==> config.mk <==
export PLATFORM = sky130hd
export DESIGN_NAME = controller_arbiter_flat
export DESIGN_NICKNAME = d
export VERILOG_FILES = /design/src/rtl/controller_arbiter_if.sv /design/src/rtl/controller_arbiter.sv /design/src/flat_wrapper.sv
export SDC_FILE = /design/constraint.sdc
export NUM_CORES = 1
export LEC_CHECK = 0
export ABC_AREA = 1
export CAP_MARGIN = 20
export CORE_UTILIZATION = 45
export CTS_BUF_LIST = sky130_fd_sc_hd__clkbuf_2
export CTS_CLUSTER_DIAMETER = 120
export DETAILED_ROUTE_END_ITERATION = 7
export GPL_TIMING_DRIVEN = 0
export PLACE_DENSITY = 0.78
export SYNTH_ARGS = -nofsm -noshare
export SYNTH_HDL_FRONTEND = slang
export SYNTH_SLANG_ARGS = --single-unit
==> constraint.sdc <==
create_clock -name clk -period 4.65 [get_ports clk]
set_input_delay 0.93 -clock clk [delete_from_list [all_inputs] [get_ports clk]]
set_output_delay 0.93 -clock clk [all_outputs]
set_load 0.1 [all_outputs]
==> src/rtl/controller_arbiter_if.sv <==
// ============================================================================
// controller_arbiter_if : source words, route select and routed player words
// Rev 1.0
// ============================================================================
`default_nettype none

interface controller_arbiter_if;
  logic [11:0] b_board_in;
  logic [11:0] N64_in;
  logic [11:0] remote_in;
  logic [3:0]  select_in;
  logic [11:0] NES0;
  logic [11:0] NES1;
  logic [11:0] SNES0;
  logic [11:0] SNES1;
  logic [1:0]  owner;
  logic        owner_valid;

  modport master (
    output b_board_in, N64_in, remote_in, select_in,
    input  NES0, NES1, SNES0, SNES1, owner, owner_valid
  );

  modport slave (
    input  b_board_in, N64_in, remote_in, select_in,
    output NES0, NES1, SNES0, SNES1, owner, owner_valid
  );
endinterface

`default_nettype wire

==> src/rtl/controller_arbiter.sv <==
// ============================================================================
// controller_arbiter : sticky-ownership arbiter routing one of three button
//                      sources to a selected NES/SNES player word
// Rev 1.0
// ============================================================================
`default_nettype none

module controller_arbiter #(
  parameter int HOLD_CYCLES = 1000
) (
  input  logic                 clk,
  input  logic                 reset_in,
  controller_arbiter_if.slave  bus
);

  localparam int              CNT_W     = $clog2(HOLD_CYCLES + 1);
  localparam logic [CNT_W-1:0] HOLD_LOAD = CNT_W'(HOLD_CYCLES);
  localparam logic [CNT_W-1:0] CNT_ONE   = CNT_W'(1);

  typedef enum logic [1:0] {
    IDLE    = 2'd0,
    OWN_BB  = 2'd1,
    OWN_N64 = 2'd2,
    OWN_REM = 2'd3
  } state_t;

  state_t           state_q, state_d;
  logic [CNT_W-1:0] cnt_q, cnt_d;
  logic [11:0]      bb_q, bb_d, n64_q, n64_d, rem_q, rem_d;
  logic [3:0]       sel_q, sel_d;
  logic [11:0]      nes0_q, nes0_d, nes1_q, nes1_d;
  logic [11:0]      snes0_q, snes0_d, snes1_q, snes1_d;
  logic [11:0]      word;
  logic             bb_act, n64_act, rem_act, own_act;

  assign bb_act  = |bb_q;
  assign n64_act = |n64_q;
  assign rem_act = |rem_q;

  always_comb begin
    bb_d  = bus.b_board_in;
    n64_d = bus.N64_in;
    rem_d = bus.remote_in;
    sel_d = bus.select_in;
  end

  always_comb begin
    state_d = state_q;
    cnt_d   = cnt_q;
    own_act = 1'b0;
    case (state_q)
      IDLE: begin
        if (bb_act) begin
          state_d = OWN_BB;
          cnt_d   = HOLD_LOAD;
        end else if (n64_act) begin
          state_d = OWN_N64;
          cnt_d   = HOLD_LOAD;
        end else if (rem_act) begin
          state_d = OWN_REM;
          cnt_d   = HOLD_LOAD;
        end
      end
      default: begin
        case (state_q)
          OWN_BB:  own_act = bb_act;
          OWN_N64: own_act = n64_act;
          default: own_act = rem_act;
        endcase
        // Only the owner's activity matters; other sources wait for IDLE.
        if (own_act) begin
          cnt_d = HOLD_LOAD;
        end else if (cnt_q > CNT_ONE) begin
          cnt_d = cnt_q - CNT_ONE;
        end else begin
          state_d = IDLE;
          cnt_d   = '0;
        end
      end
    endcase
  end

  // Word follows the next-state owner so data and ownership change together.
  always_comb begin
    word    = 12'h000;
    nes0_d  = 12'h000;
    nes1_d  = 12'h000;
    snes0_d = 12'h000;
    snes1_d = 12'h000;
    case (state_d)
      OWN_BB:  word = bb_q;
      OWN_N64: word = n64_q;
      OWN_REM: word = rem_q;
      default: word = 12'h000;
    endcase
    if (sel_q[3:2] == 2'b00) begin
      case (sel_q[1:0])
        2'd0:    nes0_d  = {4'h0, word[7:0]};
        2'd1:    nes1_d  = {4'h0, word[7:0]};
        2'd2:    snes0_d = word;
        default: snes1_d = word;
      endcase
    end
  end

  always_ff @(posedge clk or negedge reset_in) begin
    if (!reset_in) begin
      state_q <= IDLE;
      cnt_q   <= '0;
      bb_q    <= 12'h000;
      n64_q   <= 12'h000;
      rem_q   <= 12'h000;
      sel_q   <= 4'h0;
      nes0_q  <= 12'h000;
      nes1_q  <= 12'h000;
      snes0_q <= 12'h000;
      snes1_q <= 12'h000;
    end else begin
      state_q <= state_d;
      cnt_q   <= cnt_d;
      bb_q    <= bb_d;
      n64_q   <= n64_d;
      rem_q   <= rem_d;
      sel_q   <= sel_d;
      nes0_q  <= nes0_d;
      nes1_q  <= nes1_d;
      snes0_q <= snes0_d;
      snes1_q <= snes1_d;
    end
  end

  assign bus.owner       = 2'(state_q);
  assign bus.owner_valid = (state_q != IDLE);
  assign bus.NES0        = nes0_q;
  assign bus.NES1        = nes1_q;
  assign bus.SNES0       = snes0_q;
  assign bus.SNES1       = snes1_q;

endmodule

`default_nettype wire

==> src/flat_wrapper.sv <==
// flat-port wrapper written by rule: the top's interface ports become plain ports
module controller_arbiter_flat 
#(
  parameter int HOLD_CYCLES = 1000
)
  (clk, reset_in, bus_b_board_in, bus_N64_in, bus_remote_in, bus_select_in, bus_NES0, bus_NES1, bus_SNES0, bus_SNES1, bus_owner, bus_owner_valid);
  controller_arbiter_if bus_i ();
  input  logic clk;
  input  logic reset_in;
  input wire logic [$bits(bus_i.b_board_in)-1:0] bus_b_board_in;
  input wire logic [$bits(bus_i.N64_in)-1:0] bus_N64_in;
  input wire logic [$bits(bus_i.remote_in)-1:0] bus_remote_in;
  input wire logic [$bits(bus_i.select_in)-1:0] bus_select_in;
  output wire logic [$bits(bus_i.NES0)-1:0] bus_NES0;
  output wire logic [$bits(bus_i.NES1)-1:0] bus_NES1;
  output wire logic [$bits(bus_i.SNES0)-1:0] bus_SNES0;
  output wire logic [$bits(bus_i.SNES1)-1:0] bus_SNES1;
  output wire logic [$bits(bus_i.owner)-1:0] bus_owner;
  output wire logic [$bits(bus_i.owner_valid)-1:0] bus_owner_valid;
  assign bus_i.b_board_in = bus_b_board_in;
  assign bus_i.N64_in = bus_N64_in;
  assign bus_i.remote_in = bus_remote_in;
  assign bus_i.select_in = bus_select_in;
  assign bus_NES0 = bus_i.NES0;
  assign bus_NES1 = bus_i.NES1;
  assign bus_SNES0 = bus_i.SNES0;
  assign bus_SNES1 = bus_i.SNES1;
  assign bus_owner = bus_i.owner;
  assign bus_owner_valid = bus_i.owner_valid;
  controller_arbiter #(.HOLD_CYCLES(HOLD_CYCLES)) u_core (.clk(clk), .reset_in(reset_in), .bus(bus_i));
endmodule
-- Yosys cells after proc, flatten, opt, wreduce, memory -nomap -nowiden
Index checks and enable logic that the tools add are counted.
- add/sub/neg operators: 1
- order comparisons: 1
- equality and inequality tests: 8
- mux-type cells: 23
- reductions and logical operators: 8
- operator list (cell ; count):
    $mux W12 ; 6
    $mux W10 ; 6
    $pmux W12 S3 ; 1
    $reduce_or A12 Y1 ; 3
    $mux W8 ; 2
    $mux W2 ; 6
    $gt A10 B1 Y1 const B ; 1
    $sub A10 B1 Y10 const B ; 1
    $eq A2 B2 Y1 const B ; 4
    $eq A2 B1 Y1 const B ; 3
    $logic_not A2 Y1 ; 3
    $ne A4 B1 Y1 const B ; 1
    $reduce_or A3 Y1 ; 1
    $pmux W1 S2 ; 1
    $reduce_bool A2 Y1 ; 1
    $mux W1 ; 1
- flip-flop bits (word level): 100
- bits of input ports: 42
- output and inout port bits: 51

-- Longest topological paths before layout
- word-level depth: 9
- depth in mapped cells: 16

-- Worst setup path before layout
OpenSTA, ideal clock, no wires.
- kind: register to output
- from: register u_core.state_q[1], in the netlist u_core.bus.owner[1]
- to: output port bus_owner_valid
- arrival: 2.125 ns
- path slack: 1.595 ns
- stages on the path, launching flop included: 4
- buffers on the path: 0
- cell sequence: dfrtp_1 inv_1 ha_1 inv_1
- cells in the longest elaborated chain, start to end: 1
- RTL lines (item ; line ; source):
    start, declared ; controller_arbiter.sv:27 ; state_t state_q, state_d;
    start signal, assigned ; controller_arbiter.sv:119 ; state_q <= state_d;
    $reduce_bool A2 Y1 ; controller_arbiter.sv:133 ; assign bus.owner_valid = (state_q != IDLE);
    end, declared ; flat_wrapper.sv:19 ; output wire logic [$bits(bus_i.owner_valid)-1:0] bus_owner_valid;
No other way between the ends.

-- Worst setup path after layout
- from: register u_core.state_q[0], in the netlist u_core.bus.owner[0]
- to: output port bus_owner_valid
Same word-level chain as after synthesis.

==> impl_metrics.csv <==
group,metric,value,unit
synth,syn_area,3750,um^2
power_and_ir_drop,power.density,293,nW/um^2
cts,clockBufferDepth,2,
outcome,status,"finished clean",
synth,synth-seq-cells,92,
power_and_ir_drop,peakVddDrop,0.176,mV
timing,slew_violations,0,
global_routing,grt_pass1_wl,13000,um
routing,dr_wl_met3,348,um
timing,post-route-period-util,80.8,%
power_and_ir_drop,power.leakage,2.54,nW
cts,clkTransAtPathRegs,0.26,ns
placement,routabilityCongestion,0.845,
timing,worst_slew_pin_slew,0.998,ns
cts,htree_levels,3,
cts,clk_latency,0.55,ns
timing,hold_ws,0.322,ns
timing,post-route-min-period,3.76,ns
routing,drc,0,
synth,synth_cells,371,
floorplan,pin_count,93,
global_routing,grt-ovfl-total,0,
synth,yosysTopAreaCellShare,61.4,%
setup_path,end_kind,"output pin",
routing,dr_wl_met2,3880,um
routing,dr.max_layer_used,"met4",
timing,final_hold_viol_count,0,
timing,skew,0.0243,ns
cells_and_area,final_core_utilization,62.1,%
cts,cts_made_buffers,9,
synth,yosys.area.top_type,"dfrtp_1",
routing,wirelength,7660,um
routing,wl_met1,3260,um
floorplan,core,7890,um^2
cts,clockRootBuffer,"clkbuf_2",
cts,cts_tree,"built",
global_routing,track_usage,19.7,%
floorplan,dieArea,8700,um^2
setup_path,crit_type,"reg2out",
setup_path,max_stage_delay,1.18,ns
global_routing,grt_pass1_vias,2785,
synth,synth.distinct_cells,32,
cells_and_area,layout.nets,521,
cells_and_area,drive_above_1_share,12.1,%
placement,dp_hpwl,5980,um
timing,rsz0062_at_grt,"false",
floorplan,start_util,47.5,%
floorplan,rows,32,
placement,portBuffers,84,
timing,fmax,266,MHz
setup_path,crit_slowest_cell,"clkdlybuf4s50_1",
cells_and_area,antenna_cells,0,
cells_and_area,fillers,646,
routing,ant_nets,0,
worst_hold_path,min_path_type,"in2async",
setup_path,worst_setup_path_start_kind,"register",
synth,yosys_warnings,0,
timing,relSlewSlack,33.3,%
cts,cts_resized,0,
timing,finalSetupViolCount,0,
cts,post_cts_buffers,0,
cts,cts_hold_buf,0,
setup_path,worstPathMaxFanout,6,
routing,dr_total_vias,2855,
setup_path,cp_top_family,"buffers and inverters",
global_routing,antenna_found_initial,0,
synth,synth_area_per_cell,10.1,um^2
floorplan,die_h,93.3,um
global_routing,grt_max_degree,50,
routing,via_per_inst,4.91,
cts,cts_sinks,92,
floorplan,die_w,93.3,um
cells_and_area,area_delta_synth_final,30.7,%
setup_path,critPathBufInv,3,
setup_path,path_cells,"inv_1 > ha_1 > inv_1 > clkdlybuf4s50_1",
setup_path,cpMostUsedCell,"inv_1",
run,drv_cap,0,
routing,post_drt_wl_per_cell,13.2,um
synth,synthTopCellsByArea,"dfrtp_1 (61%), nand2_1 (6.4%), inv_1 (6.0%), nand4_1 (4.2%), nand3_2 (3.2%)",
routing,drt_iter0_markers,154,
setup_path,crit_arrival,2.83,ns
synth,yosysSeqAreaShare,61.4,%
setup_path,crit_required,3.72,ns
routing,drtPass1Iterations,5,
## flip-flops by register name, indices dropped and copies added (netlist names)
| signal | cells |
|---|---|
| u_core.bb_q | 12 |
| u_core.bus.SNES0 | 12 |
| u_core.bus.SNES1 | 12 |
| u_core.n64_q | 12 |
| u_core.rem_q | 12 |
| u_core.cnt_q | 10 |
| u_core.bus.NES0 | 8 |
| u_core.bus.NES1 | 8 |
| u_core.sel_q | 4 |
| u_core.bus.owner | 2 |
## path summary, 6_finish.rpt
| path | from | to | slack [ns] | cells after the start |
|---|---|---|---|---|
| min in group clk | u_core.sel_q[0] | u_core.bus.SNES0[11] | 0.61 | 3 |
| max in group asynchronous | reset_in | u_core.bb_q[2] | 3.72 | 2 |
| worst min register to register | u_core.sel_q[0] | u_core.bus.SNES0[11] | 0.61 | 3 |
| worst max-delay path | u_core.bus.owner[0] | bus_owner_valid | 0.89 | 4 |
| worst min-delay path | reset_in | u_core.cnt_q[7] | 0.32 | 1 |
| worst max register to register | u_core.cnt_q[0] | u_core.bus.SNES1[8] | 2.41 | 12 |
## placed cells by master (no fill, tap or decap), drive strengths merged
master and count:
nor4 2, dfrtp 92, conb 8, clkinvlp 1
nor2 33, xor2 2, xnor2 1, clkbuf 11
nand4 25, nor3 8, a21oi 10, a32oi 1
o22ai 1, inv 65, clkdlybuf4s50 83, buf 18
nand3 29, o21ai 10, ha 5, o22a 1
bufinv 1, or2 1, nand2 69, and2 2
## cell type report
cell class	count	area, um^2	share of cell area [%]
inverters	60	225	4.60
multi-input cells	208	1120	22.8
flip-flops and latches	92	2300	47.0
repair buffers	85	866	17.7
clock inverters	7	86.3	1.76
plain buffers	18	129	2.63
clock buffers	9	45.0	0.919
well taps	102	128	2.60
## synth_stat cells
master	number
nand2_1	64
nand3_1	17
buf_2	4
nor2_4	1
a21oi_1	9
nor4_2	1
nor2_1	31
nand2_4	2
inv_1	60
o21ai_2	1
xor2_1	2
nor2_2	1
nor3_1	8
o22a_1	1
a21oi_2	1
nand2_2	3
conb_1	1
clkbuf_1	2
xnor2_1	1
or2_2	1
o21ai_0	9
buf_4	9
nor4_4	1
buf_6	3
and2_1	1
ha_1	5
nand4_1	25
o22ai_1	1
dfrtp_1	92
a32oi_1	1
nand3_2	12
and2_0	1
## cells by family after synthesis
| group | after synthesis | synth area share (%) |
|---|---|---|
| buffers and inverters | 78 | 9.44 |
| other | 1 | 0.100 |
| AOI/OAI and AO/OA | 23 | 3.50 |
| and+or+nand+nor | 169 | 23.2 |
| DFF | 92 | 61.4 |
| xor gates and xnor gates | 3 | 0.701 |
| adders and majority gates | 5 | 1.67 |
## power breakdown
group,switching (mW),total (mW),internal [mW]
registers,0.0137,0.839,0.825
clock network,0.286,0.425,0.138
logic,0.113,0.170,0.0571
## per-layer routing
layer  up-vias  track usage (%)
met5         -                0
met4         0             7.82
met1      1373             25.7
met2       102             33.0
met3        16             3.25
li1       1364                -
## per-stage QoR
| stage | worst slack (ns) | setup TNS, ns | area [um^2] | total power [mW] | instances |
|---|---|---|---|---|---|
| 6_report | 0.894 | 0 | 4900 | 1.43 | 581 |
| 5_1_grt | 0.706 | 0 | 4900 | 1.50 | 581 |
| 4_1_cts | 0.847 | 0 | 4900 | 1.45 | 581 |
| 3_5_place_dp | 1.50 | 0 | 4770 | 1.02 | 565 |
| 3_3_place_gp | -0.384 | -35.04 | 4740 | 1.02 | 564 |
| 2_1_floorplan | 1.60 | 0 | 3780 | 0.948 | 378 |
Power figures use the tool's default switching activity.
